`config.mk`:
```
export PLATFORM = sky130hd
export DESIGN_NAME = param_nibble_serializer
export DESIGN_NICKNAME = d
export VERILOG_FILES = /design/src/rtl/param_nibble_serializer.sv
export SDC_FILE = /design/constraint.sdc
export NUM_CORES = 1
export LEC_CHECK = 0
export ABC_AREA = 1
export ABC_CLOCK_PERIOD_IN_PS = 1700
export BUFFER_PORTS_ARGS = -buffer_cell sky130_fd_sc_hd__buf_2
export CORE_MARGIN = 2
export CORE_UTILIZATION = 49
export DETAILED_ROUTE_END_ITERATION = 6
export HOLD_SLACK_MARGIN = 0.06
export PLACE_DENSITY = 0.87
export RECOVER_POWER = 25
export SETUP_SLACK_MARGIN = 0.15
export SLEW_MARGIN = 20
export SYNTH_ARGS = -nofsm -noshare
export SYNTH_HDL_FRONTEND = slang
export SYNTH_SLANG_ARGS = --single-unit
```
`constraint.sdc`:
```
create_clock -name clk -period 1.7 [get_ports clk]
set_clock_uncertainty 0.15 [all_clocks]
set_input_delay 0.085 -clock clk [delete_from_list [all_inputs] [get_ports clk]]
set_output_delay 0.085 -clock clk [all_outputs]
set_load 0.02 [all_outputs]
```
`src/rtl/param_nibble_serializer.sv`:
```
// param_nibble_serializer
//
// Takes one parallel word and emits it as NUM_SUBWORDS subwords, LSB-first,
// over a valid/ready stream. A new word can be loaded on the same edge that
// the last subword of the previous word is taken, so a steady stream of words
// runs with no idle cycle between them.
//
// Ports
//   clk       single clock, all state updates on its rising edge
//   reset     asynchronous, active-high; aborts any word in flight
//   in_val    parallel word valid
//   in_rdy    serializer can accept a parallel word (combinational on out_rdy)
//   in_data   parallel word, WORD_W bits
//   out_val   serial subword valid
//   out_rdy   downstream accepts the current subword
//   out_data  current subword, SUBWORD_W bits
//   out_idx   index of out_data within its word (0 = least significant)
//   out_last  current subword is the final one of its word
//   busy      a word is held and not yet fully transferred
module param_nibble_serializer #(
  parameter int NUM_SUBWORDS = 8,
  parameter int SUBWORD_W    = 4,
  localparam int WORD_W      = NUM_SUBWORDS * SUBWORD_W,
  localparam int IDX_W       = $clog2(NUM_SUBWORDS)
) (
  input  logic                 clk,
  input  logic                 reset,
  input  logic                 in_val,
  output logic                 in_rdy,
  input  logic [WORD_W-1:0]    in_data,
  output logic                 out_val,
  input  logic                 out_rdy,
  output logic [SUBWORD_W-1:0] out_data,
  output logic [IDX_W-1:0]     out_idx,
  output logic                 out_last,
  output logic                 busy
);

  typedef enum logic [0:0] {
    IDLE = 1'b0,
    SEND = 1'b1
  } state_t;

  localparam logic [IDX_W-1:0] LAST_IDX = IDX_W'(NUM_SUBWORDS - 1);
  localparam logic [IDX_W-1:0] IDX_ONE  = IDX_W'(1);

  state_t            state_r;
  logic [IDX_W-1:0]  idx_r;
  logic [WORD_W-1:0] shift_r;

  logic send_s;
  logic last_s;
  logic last_fire_s;

  assign send_s      = (state_r == SEND);
  assign last_s      = send_s && (idx_r == LAST_IDX);
  assign last_fire_s = last_s && out_rdy;

  // Word/beat sequencing: load, shift-out, back-to-back reload and drain to IDLE.
  always_ff @(posedge clk or posedge reset) begin
    if (reset) begin
      state_r <= IDLE;
      idx_r   <= {IDX_W{1'b0}};
      shift_r <= {WORD_W{1'b0}};
    end else begin
      case (state_r)
        IDLE: begin
          if (in_val) begin
            shift_r <= in_data;
            idx_r   <= {IDX_W{1'b0}};
            state_r <= SEND;
          end
        end
        SEND: begin
          if (out_rdy) begin
            if (idx_r == LAST_IDX) begin
              if (in_val) begin
                // Next word follows immediately; no bubble.
                shift_r <= in_data;
                idx_r   <= {IDX_W{1'b0}};
                state_r <= SEND;
              end else begin
                // Shifting out the final subword leaves the register all zero.
                shift_r <= shift_r >> SUBWORD_W;
                idx_r   <= {IDX_W{1'b0}};
                state_r <= IDLE;
              end
            end else begin
              shift_r <= shift_r >> SUBWORD_W;
              idx_r   <= idx_r + IDX_ONE;
              state_r <= SEND;
            end
          end
        end
        default: begin
          state_r <= IDLE;
          idx_r   <= {IDX_W{1'b0}};
          shift_r <= {WORD_W{1'b0}};
        end
      endcase
    end
  end

  // Outputs are straight decodes of the registered state; only in_rdy looks at
  // out_rdy so that a waiting word can be taken on the last-beat edge.
  assign in_rdy   = !send_s || last_fire_s;
  assign out_val  = send_s;
  assign busy     = send_s;
  assign out_data = shift_r[SUBWORD_W-1:0];
  assign out_idx  = idx_r;
  assign out_last = last_s;

endmodule
```
* After elaboration in Yosys (flattened, before gate mapping) *
Cells that the tools add are included.

storage, ports and cells
  register bits after elaboration = 36
  latch bits = 0
  RAM bits = 0
  bits in read-only memories = 0
  bits of input ports = 36
  output and inout bits = 11
  word-level logic and storage cells = 26
  memories kept = 0

operators by class
  add/subtract/negate cells = 1
  $mul = 0
  divide/modulo/power cells = 0
  $lt $le $gt $ge = 0
  equality and inequality tests = 3
  shifts and indexed selects = 0
  muxes and demuxes = 13
  bitwise logic cells = 1
  reduce and logical (&&, ||, !) cells = 5

operators by type and width
  cell                                           count
  two-way mux 32 bit                             4
  one-hot mux 32 bit (2 select lines)            1
  two-way mux 3 bit                              3
  one-hot mux 3 bit (2 select lines)             1
  inequality test 2 bit (second input constant)  2
  adder 3 x 1 -> 3 bit (second input constant)   1
  == test 3 bit (second input constant)          1
  two-way mux 1 bit                              3
  logical AND 1 bit                              2
  one-hot mux 1 bit (2 select lines)             1
  AND reduction 2 bit                            1
  zero test 1 bit                                1
  logical OR 1 bit                               1
  NOT 1 bit                                      1

* Depth between registers and ports, before layout *
Gate-level depths: netlist of the first run.

  depth after elaboration = 4
  mapped depth = 8
  gate-level depth less buffers = 7

* Worst setup path after synthesis of the first run *
No wires, ideal clock.

  kind = reg-to-reg
  start point = reg idx_r[0] (netlist: out_idx[0])
  end point = reg shift_r[10]
  setup time = 0.118 ns
  data arrival time = 1.496 ns
  data required time = 1.432 ns
  setup slack = -0.064 ns
  cell stages (with the launch flop) = 9
  path buffers = 2
  clock period less this slack = 1.764 ns
  path through = dfrtp_1 ha_1 ha_1 nand2_1 buf_2 buf_6 nand3_1 nand3_1 nand2_1

between the ends
  word-level cells in the longest chain between the ends = 4

RTL lines
  item                                 line  source
  from (decl)                          48    logic [IDX_W-1:0] idx_r;
  from (signal assigned)               63    idx_r <= {IDX_W{1'b0}};
  from (signal assigned)               70    idx_r <= {IDX_W{1'b0}};
  from (signal assigned)               80    idx_r <= {IDX_W{1'b0}};
  == test 3 bit                        76    if (idx_r == LAST_IDX) begin
  two-way mux 32 bit                   76
  two-way mux 32 bit                   75    if (out_rdy) begin
  one-hot mux 32 bit (2 select lines)  66    case (state_r)
  to (signal assigned)                 64    shift_r <= {WORD_W{1'b0}};
  to (signal assigned)                 69    shift_r <= in_data;
  to (signal assigned)                 79    shift_r <= in_data;
  to (decl)                            49    logic [WORD_W-1:0] shift_r;

No other way between the ends. The select of a mux whose other input is x is not followed.
A chain may end at the register's enable or synchronous reset.

* Worst setup path after layout of the first run *
  start point = reg idx_r[1] (netlist: out_idx[1])
  end point = reg shift_r[13]

The elaborated chain is that of the path after synthesis.

==> results.py, run 1 <==
metrics = {
    "route": {
        "drc_errors": 0,
        "wl_per_cell_um": 13.63,
        "dr.pass1.iters": 4,
        "vias": 2189,
        "wl_um": 5820,
        "first_iter_violations": 195,
        "viasPerCell": 5.126,
        "drtAntennaViolNets": 0,
    },
    "critical_path": {
        "critical_path.top_delay_family": "flip-flops",
        "start_kind": "flop",
        "crit_slowest_cell": "dfrtp_2",
        "worstSetupPathType": "reg -> reg",
        "worstPathArrival_ps": 1660,
        "critPathBufInv": 1,
        "cp.required_ps": 1790,
        "r2r_setup_slack_ps": 130,
        "rr_endpoint": "shift_r[13]",
        "rr_startpoint": "out_idx[1]",
        "reg2reg_depth": 8,
        "critPathCaptureType": "flop",
        "slowest_delay_ps": 420,
        "crit_chain": "ha_4 > ha_4 > nand2_4 > nand2_4 > clkbuf_16 > nand2_1 > nand3_1 > nand2_1",
        "worstPathMaxFanout": 10,
    },
    "power_and_ir_drop": {
        "sequentialPowerShare_pct": 38.5,
        "pwr-share-clk_pct": 17.9,
        "p_int_mw": 2.193,
        "irDropWorstVdd_uv": 780.4,
        "pwr-share-comb_pct": 43.6,
        "p_sw_share_pct": 38.26,
        "p_per_area_mw_per_mm2": 1221,
        "power_switching_mw": 1.359,
        "p_leak_nw": 1.708,
    },
    "min_path": {
        "worstHoldPathCells": 2,
        "holdCritStartpoint": "shift_r[2]",
        "hold_class": "reg -> reg",
        "holdPathEnd": "shift_r[2]",
    },
    "synth": {
        "netlist_top_cells_area": "dfrtp_1 (43%), nand3_1 (22%), nand2_1 (13%)",
        "ys_warn_count": 0,
        "synth_nets": 334,
        "ys_seq_elements": 36,
        "syn_inst": 295,
        "ys_types": 13,
        "synth_compound_area_share_pct": 0.2391,
        "synth_area_leader_cell": "dfrtp_1",
        "netlist_area_mm2": 0.002093,
        "muxShareOfSynthArea_pct": 0,
        "yosys.area_share.xor_xnor_pct": 0,
        "synth_top_family_by_area": "simple AND/OR/NAND/NOR gates",
        "synth-adder-area-share_pct": 1.793,
        "syn_area_per_cell_um2": 7.096,
        "synth_simple_gate_area_share_pct": 36.88,
        "ys_seq_area_share_pct": 43.04,
        "synth_top_area_share_pct": 43.04,
    },
    "cts": {
        "worstSkewPairLatency_ps": 300,
        "cts_max_level": 2,
        "clock-sinks": 36,
        "cts_made_buffers": 5,
        "cts_root_buf": "clkbuf_8",
        "cts_tree": "done",
        "cts_max_path_buffers": 2,
        "path_clk_slew_ps": 80,
    },
    "die": {
        "io_pins": 47,
        "die_x_um": 69.36,
        "die_h_um": 69.36,
        "dieArea_mm2": 0.004811,
        "core_mm2": 0.004058,
        "core.rowCount": 23,
        "start_util_pct": 51.59,
    },
    "global_route": {
        "grt.total_usage_pct": 24.05,
        "grt_pass1_wl_um": 9321,
        "grt_max_degree": 37,
        "antenna_found_initial": 0,
        "overflow": 0,
        "first_global_vias": 2152,
    },
    "cells_and_area": {
        "layout_common_cells": "nand3_1 (94), nand2_1 (68), inv_1 (61), buf_2 (45), dlygate4sd3_1 (35)",
        "areaGrowthSynthToFinish_pct": 39.03,
        "register_area_um2": 903.4,
        "stdcell_count": 427,
        "final_common_cell": "nand3_1",
        "num-fill-cells": 298,
        "num_antenna_cells": 0,
        "fin_util_pct": 71.72,
        "fin_nets": 415,
        "multi_input_area_um2": 857.1,
        "drive_above_1_share_pct": 21.22,
    },
    "sta": {
        "setup_tns_ps": 0,
        "period_share_pct": 92.47,
        "setup_viol_count_final": 0,
        "slew_headroom_pct": 37.92,
        "slew_viol_final": 0,
        "fin_crit_ps": 1572,
        "hold_viol_final": 0,
        "worstMarginPinSlew_ps": 931.2,
        "rsz0062_at_grt": "yes",
        "max_freq_mhz": 636.2,
    },
    "placed_design": {
        "dpl.cell_count": 380,
        "finalWeightedCongestion": 0.7898,
        "place_hpwl_um": 3311,
        "io_buffers": 46,
    },
    "job": {
        "max_cap_viol_count": 0,
    },
    "run_status": {
        "run_status": "complete, no violations",
    },
}
## registers in the layout, summed over array words and instances, names as in the netlist
register / count
out_idx: 3
shift_r: 32
busy: 1
## cell families after synthesis
group / after synthesis
AOI/OAI and AO/OA: 1
adders and majority gates: 3
buffers and inverters: 84
DFF: 36
and+or+nand+nor: 171
## worst register-to-register path: stages, from the launching register on
cell,delay [ps]
dfrtp_2,420
ha_4,170
ha_4,170
nand2_4,100
nand2_4,80
clkbuf_16,170
nand2_1,80
nand3_1,90
nand2_1,70
## layer usage
metal	part of all wire [%]	vias up	wire, µm	global-route usage, %
li1	-	1068	-	-
met1	41	1018	2372	29.17
met3	6.1	10	356	4.651
met2	51	93	2996	42.52
met5	0	-	0	0
met4	1.6	0	95	8.279
## cells in the mapped netlist
cell       n
nand2_2    4
buf_4      9
nand3_1   94
clkbuf_1   1
a21oi_1    1
dfrtp_1   36
nor2_1     1
buf_6      2
buf_2     11
or2_2      1
nand2_1   71
ha_1       3
inv_1     61
## layout make-up
cell class,count,share of cell area [%]
Clock buffer,8,3.095
Inverter,61,7.868
Multi-Input combinational cell,175,29.45
Sequential cell,36,31.04
Tap cell,50,2.150
Timing Repair Buffer,97,26.40
## repair_timing
action,in CTS,in global routing
pin swaps,0,5
gates resized for setup,4,6
hold buffers,35,0
hold endpoints to repair,71,0
cloned,0,2
endpoints found under the setup margin,16,30
buffers inserted,2,0
## stage by stage
| stage | power [mW] | cell area, µm² | hold WS (ps) | worst slack (ps) |
|---|---|---|---|---|
| 2_1_floorplan | 2.415 | 2135 | 34.48 | 148.0 |
| 3_3_place_gp | 2.642 | 2370 | 64.56 | 187.2 |
| 3_5_place_dp | 2.714 | 2370 | 70.63 | 149.1 |
| 4_1_cts | 3.456 | 2838 | 303.5 | 133.3 |
| 5_1_grt | 3.845 | 2910 | 390.4 | 42.96 |
| 6_report | 3.552 | 2910 | 358.6 | 128.1 |
## how the worst max path moves through the flow
stage	start	slack, ps	to	cells past startpoint
3_5_place_dp	out_idx[0]	150	shift_r[9]	8
3_3_place_gp	out_idx[0]	190	shift_r[2]	8
4_1_cts	out_idx[1]	130	in_rdy	5
2_1_floorplan	out_idx[1]	150	shift_r[10]	8
5_1_grt	out_idx[1]	40	shift_r[12]	8
6_report	out_idx[1]	130	shift_r[13]	8
## power by group through the flow
stage          clock network [mW]  logic (mW)  registers (mW)
2_1_floorplan                   0        1.04            1.38
3_3_place_gp                    0        1.28            1.36
3_5_place_dp                    0        1.33            1.38
4_1_cts                     0.643        1.45            1.36
5_1_grt                     0.674        1.77            1.40
6_report                    0.636        1.55            1.37
Note: power is estimated with default switching activity, not from simulation.
==> run 2, diff against run 1 <==
--- a/config.mk
+++ b/config.mk
@@ -12,6 +12,7 @@
 export CORE_UTILIZATION = 49
 export DETAILED_ROUTE_END_ITERATION = 6
 export HOLD_SLACK_MARGIN = 0.06
+export MAX_ROUTING_LAYER = met4
 export PLACE_DENSITY = 0.87
 export RECOVER_POWER = 25
 export SETUP_SLACK_MARGIN = 0.15
==> run 2 against run 1 <==
Compared with the run above:
- wire length grew 0.24%
- clock-buffer cell count unchanged
- design area is the same
- hold slack barely moved
- non-clock buffer count is the same
- sequential cell count is the same
- combinational power hardly changed
- clock power about the same
- largest power group unchanged
==> results.py, run 2 (same netlist as run 1, synthesis figures left out) <==
metrics = {
    "placed_design": {
        "place_ws_ps": 149.1,
        "finalWeightedCongestion": 0.8008,
        "place_hpwl_um": 3311,
        "io_buffers": 46,
        "dpl.cell_count": 380,
    },
    "cts": {
        "clock-sinks": 36,
        "cts_root_buf": "clkbuf_8",
        "cts_tree": "done",
        "cts_made_buffers": 5,
        "path_clk_slew_ps": 80,
        "worstSkewPairLatency_ps": 300,
        "cts_max_level": 2,
        "cts_max_path_buffers": 2,
    },
    "critical_path": {
        "r2r_setup_slack_ps": 130,
        "start_kind": "flop",
        "rr_endpoint": "shift_r[13]",
        "worstPathMaxFanout": 10,
        "reg2reg_depth": 8,
        "worstSetupPathType": "reg -> reg",
        "worstPathArrival_ps": 1660,
        "rr_startpoint": "out_idx[0]",
        "critPathCaptureType": "flop",
        "cp.required_ps": 1790,
    },
    "die": {
        "die_x_um": 69.36,
        "io_pins": 47,
        "core.rowCount": 23,
        "dieArea_mm2": 0.004811,
        "core_mm2": 0.004058,
        "start_util_pct": 51.59,
        "die_h_um": 69.36,
    },
    "global_route": {
        "overflow": 0,
        "grt_pass1_wl_um": 9321,
        "grt_max_degree": 37,
        "antenna_found_initial": 0,
        "grt.total_usage_pct": 24.77,
        "first_global_vias": 2150,
    },
    "run_status": {
        "run_status": "complete, no violations",
    },
    "sta": {
        "hold_viol_final": 0,
        "rsz0062_at_grt": "yes",
        "period_share_pct": 92.51,
        "hold_slack_ps": 358.2,
        "slew_headroom_pct": 38.53,
        "fin_crit_ps": 1573,
        "setup_viol_count_final": 0,
        "setup_tns_ps": 0,
        "fin_ws_ps": 127.4,
        "worstMarginPinSlew_ps": 922.0,
        "max_freq_mhz": 635.9,
        "slew_viol_final": 0,
    },
    "route": {
        "first_iter_violations": 240,
        "wl_per_cell_um": 13.66,
        "drc_errors": 0,
        "drtAntennaViolNets": 0,
        "vias": 2208,
        "dr.pass1.iters": 5,
        "viasPerCell": 5.171,
        "wl_um": 5834,
    },
    "cells_and_area": {
        "stdcell_count": 427,
        "largest_reg_flops": 32,
        "num_antenna_cells": 0,
        "fin_nets": 415,
        "final_common_cell": "nand3_1",
        "top_register": "shift_r",
        "drive_above_1_share_pct": 21.22,
        "layout_common_cells": "nand3_1 (94), nand2_1 (68), inv_1 (61), buf_2 (45), dlygate4sd3_1 (35)",
        "areaGrowthSynthToFinish_pct": 39.03,
    },
    "power_and_ir_drop": {
        "p_leak_nw": 1.708,
        "irDropWorstVdd_uv": 778.7,
        "p_per_area_mw_per_mm2": 1221,
    },
    "min_path": {
        "holdCritStartpoint": "shift_r[2]",
        "worstHoldPathCells": 2,
        "hold_class": "reg -> reg",
        "holdPathEnd": "shift_r[2]",
    },
    "job": {
        "max_cap_viol_count": 0,
    },
}
==> run 2: cell counts in the layout (fill, tap and decap cells not counted) <==
No cell type changed its count.
==> run 2: where the power goes <==
part           internal (mW)  switching (mW)  leakage, nW
Sequential              1.17           0.201        0.467
Combinational          0.694           0.852         1.20
Clock                  0.331           0.306       0.0455
Total                   2.19            1.36         1.71
==> run 2: worst max-delay path by stage <==
stage                     from           to  slack (ps)  cells after the start
global placement    out_idx[0]   shift_r[2]         190                      8
finish              out_idx[0]  shift_r[13]         130                      8
global route        out_idx[1]  shift_r[12]          40                      8
CTS                 out_idx[1]       in_rdy         130                      5
detailed placement  out_idx[0]   shift_r[9]         150                      8
floorplan           out_idx[1]  shift_r[10]         150                      8
==> run 2: final cells by class <==
cell class                      count  area, µm²
Fill cell                         298       1147
Sequential cell                    36      903.4
Inverter                           61      229.0
Clock buffer                        8      90.09
Tap cell                           50      62.56
Multi-Input combinational cell    175      857.1
Timing Repair Buffer               97      768.2
==> run 2: layer usage <==
layer / track usage, % / routed length (µm) / up-vias
met4: 8.279 / 74 / 0
met1: 29.36 / 2336 / 1025
met2: 42.41 / 3058 / 109
met5: - / 0 / -
met3: 4.651 / 365 / 6
li1: - / - / 1068
==> run 2: repair_timing <==
action                                 4_1_cts  5_1_grt
endpoints found under the hold margin       71        0
pin swaps                                    0        5
resized for setup                            4        6
setup buffers                                2        0
hold buffers                                35        0
gates cloned                                 0        2
setup endpoints to repair                   16       30
==> run 2: stage by stage <==
| step | total power [mW] | area (µm²) | util [%] |
|---|---|---|---|
| after floorplan | 2.415 | 2135 | - |
| after global placement | 2.642 | 2370 | 58.40 |
| after detailed placement | 2.714 | 2370 | 58.40 |
| after CTS | 3.456 | 2838 | 69.94 |
| after global routing | 3.847 | 2910 | 71.72 |
| final | 3.552 | 2910 | 71.72 |
==> run 2: worst max-delay path, stage by stage (launching register included) <==
cell	delay (ps)
dfrtp_2	430
ha_4	170
ha_4	170
nand2_4	100
nand2_4	80
clkbuf_16	170
nand2_1	80
nand3_1	90
nand2_1	70
==> run 3, diff against run 2 <==
--- a/config.mk
+++ b/config.mk
@@ -8,6 +8,7 @@
 export ABC_AREA = 1
 export ABC_CLOCK_PERIOD_IN_PS = 1700
 export BUFFER_PORTS_ARGS = -buffer_cell sky130_fd_sc_hd__buf_2
+export CORE_ASPECT_RATIO = 0.6
 export CORE_MARGIN = 2
 export CORE_UTILIZATION = 49
 export DETAILED_ROUTE_END_ITERATION = 6
==> run 3 against run 2 <==
Compared with the run above:
- clock-buffer cell count is 2 lower
- global-route usage increased by 2.1 points
- largest cell class is now multi-input gates
- largest power group unchanged
- via count is 1.9% higher
- critical path type is now reg -> out
- maximum frequency fell by 0.13%
==> results.py, run 3 (same netlist as run 1, synthesis figures left out) <==
metrics = {
    "run_status": {
        "run_status": "complete, no violations",
    },
    "min_path": {
        "hold_class": "reg -> reg",
    },
    "cells_and_area": {
        "top_register": "shift_r",
        "fin_util_pct": 73.99,
        "stdcell_count": 439,
        "fin_nets": 417,
        "drive_above_1_share_pct": 26.65,
        "num_antenna_cells": 0,
        "layout_common_cells": "nand3_1 (92), inv_1 (60), nand2_1 (55), buf_2 (44), dlygate4sd3_1 (35)",
        "final_common_cell": "nand3_1",
        "largest_reg_flops": 32,
        "areaGrowthSynthToFinish_pct": 44.89,
        "design_area_mm2": 0.003033,
    },
    "placed_design": {
        "finalWeightedCongestion": 0.8283,
        "place_ws_ps": 96.95,
        "place_hpwl_um": 3215,
        "place_area_mm2": 0.002375,
        "dpl.cell_count": 389,
        "io_buffers": 46,
    },
    "cts": {
        "cts_max_level": 2,
        "cts_made_buffers": 5,
        "cts_root_buf": "clkbuf_8",
        "worstSkewPairLatency_ps": 310,
        "cts_tree": "done",
        "cts_max_path_buffers": 2,
        "clock-sinks": 36,
        "path_clk_slew_ps": 70,
    },
    "sta": {
        "rsz0062_at_grt": "yes",
        "max_freq_mhz": 635.0,
        "fin_crit_ps": 1575,
        "fin_ws_ps": 125.3,
        "slew_viol_final": 0,
        "slew_headroom_pct": 38.88,
        "hold_viol_final": 0,
        "period_share_pct": 92.63,
        "setup_viol_count_final": 0,
        "setup_tns_ps": 0,
        "worstMarginPinSlew_ps": 916.9,
        "hold_slack_ps": 349.2,
    },
    "global_route": {
        "grt_pass1_wl_um": 9218,
        "antenna_found_initial": 0,
        "grt.total_usage_pct": 26.88,
        "grt_max_degree": 37,
        "overflow": 0,
        "first_global_vias": 2009,
    },
    "critical_path": {
        "start_kind": "flop",
        "critPathCaptureType": "primary output",
        "r2r_setup_slack_ps": 140,
        "slowest_delay_ps": 420,
        "cp.required_ps": 1460,
        "worstPathArrival_ps": 1340,
        "crit_path_frequent_cell": "ha_4",
        "crit_chain": "ha_4 > ha_4 > nand2_2 > inv_2 > buf_6",
        "crit_slowest_cell": "dfrtp_2",
        "worstSetupPathType": "reg -> out",
        "worstPathMaxFanout": 3,
    },
    "route": {
        "vias": 2251,
        "first_iter_violations": 142,
        "dr.pass1.iters": 5,
        "drtAntennaViolNets": 0,
        "wl_um": 5999,
        "wl_per_cell_um": 13.67,
        "drc_errors": 0,
        "viasPerCell": 5.128,
    },
    "die": {
        "core_mm2": 0.004099,
        "die_h_um": 54.63,
        "io_pins": 47,
        "die_x_um": 88.38,
        "start_util_pct": 51.07,
        "core.rowCount": 18,
        "dieArea_mm2": 0.004828,
    },
    "power_and_ir_drop": {
        "total_power_mw": 3.691,
        "p_per_area_mw_per_mm2": 1217,
        "p_leak_nw": 1.737,
        "irDropWorstVdd_uv": 977.2,
    },
    "job": {
        "max_cap_viol_count": 0,
    },
}
[run 3: worst max-delay path, delay by kind of cell (launching register included)]
kind | cells | cell delay, ps
adders and majority gates | 2 | 360
buffers and inverters | 2 | 160
DFF | 1 | 420
and+or+nand+nor | 1 | 80
[run 3: cell type report]
| cell class | count | area, µm² |
|---|---|---|
| Fill cell | 339 | 1066 |
| Multi-Input combinational cell | 175 | 932.1 |
| Sequential cell | 36 | 904.6 |
| Timing Repair Buffer | 99 | 799.5 |
| Inverter | 61 | 229.0 |
| Clock buffer | 6 | 82.58 |
| Tap cell | 60 | 75.07 |
| Clock inverter | 2 | 10.01 |
[run 3: what timing repair did]
| action | in CTS | in global routing |
|---|---|---|
| setup endpoints to repair | 29 | 38 |
| gates cloned | 1 | 1 |
| resized for setup | 10 | 27 |
| buffers inserted | 4 | 1 |
| hold endpoints to repair | 69 | 0 |
| pin swaps | 0 | 16 |
| hold buffers | 35 | 0 |
[run 3: final timing paths]
| kind | startpoint | endpoint | depth (start not counted) |
|---|---|---|---|
| setup / recovery | out_idx[1] | out_last | 5 |
| hold / removal | shift_r[0] | shift_r[0] | 2 |
| setup reg to reg | out_idx[1] | shift_r[17] | 8 |
| hold reg to reg | shift_r[0] | shift_r[0] | 2 |
| max in group asynchronous | reset | out_idx[0] | 4 |
| min in group asynchronous | reset | shift_r[12] | 4 |
[run 3: layer usage]
layer  routed length (µm)  GRT usage [%]
met2                 2893          42.98
met1                 2543          33.62
met3                  436          5.882
met4                  125          11.62
met5                    0              -
[run 3: power by group]
part / leakage [nW] / internal [mW] / switching (mW) / total [mW]
clock network: 0.0510 / 0.324 / 0.331 / 0.654
logic: 1.22 / 0.767 / 0.902 / 1.67
registers: 0.467 / 1.17 / 0.200 / 1.37
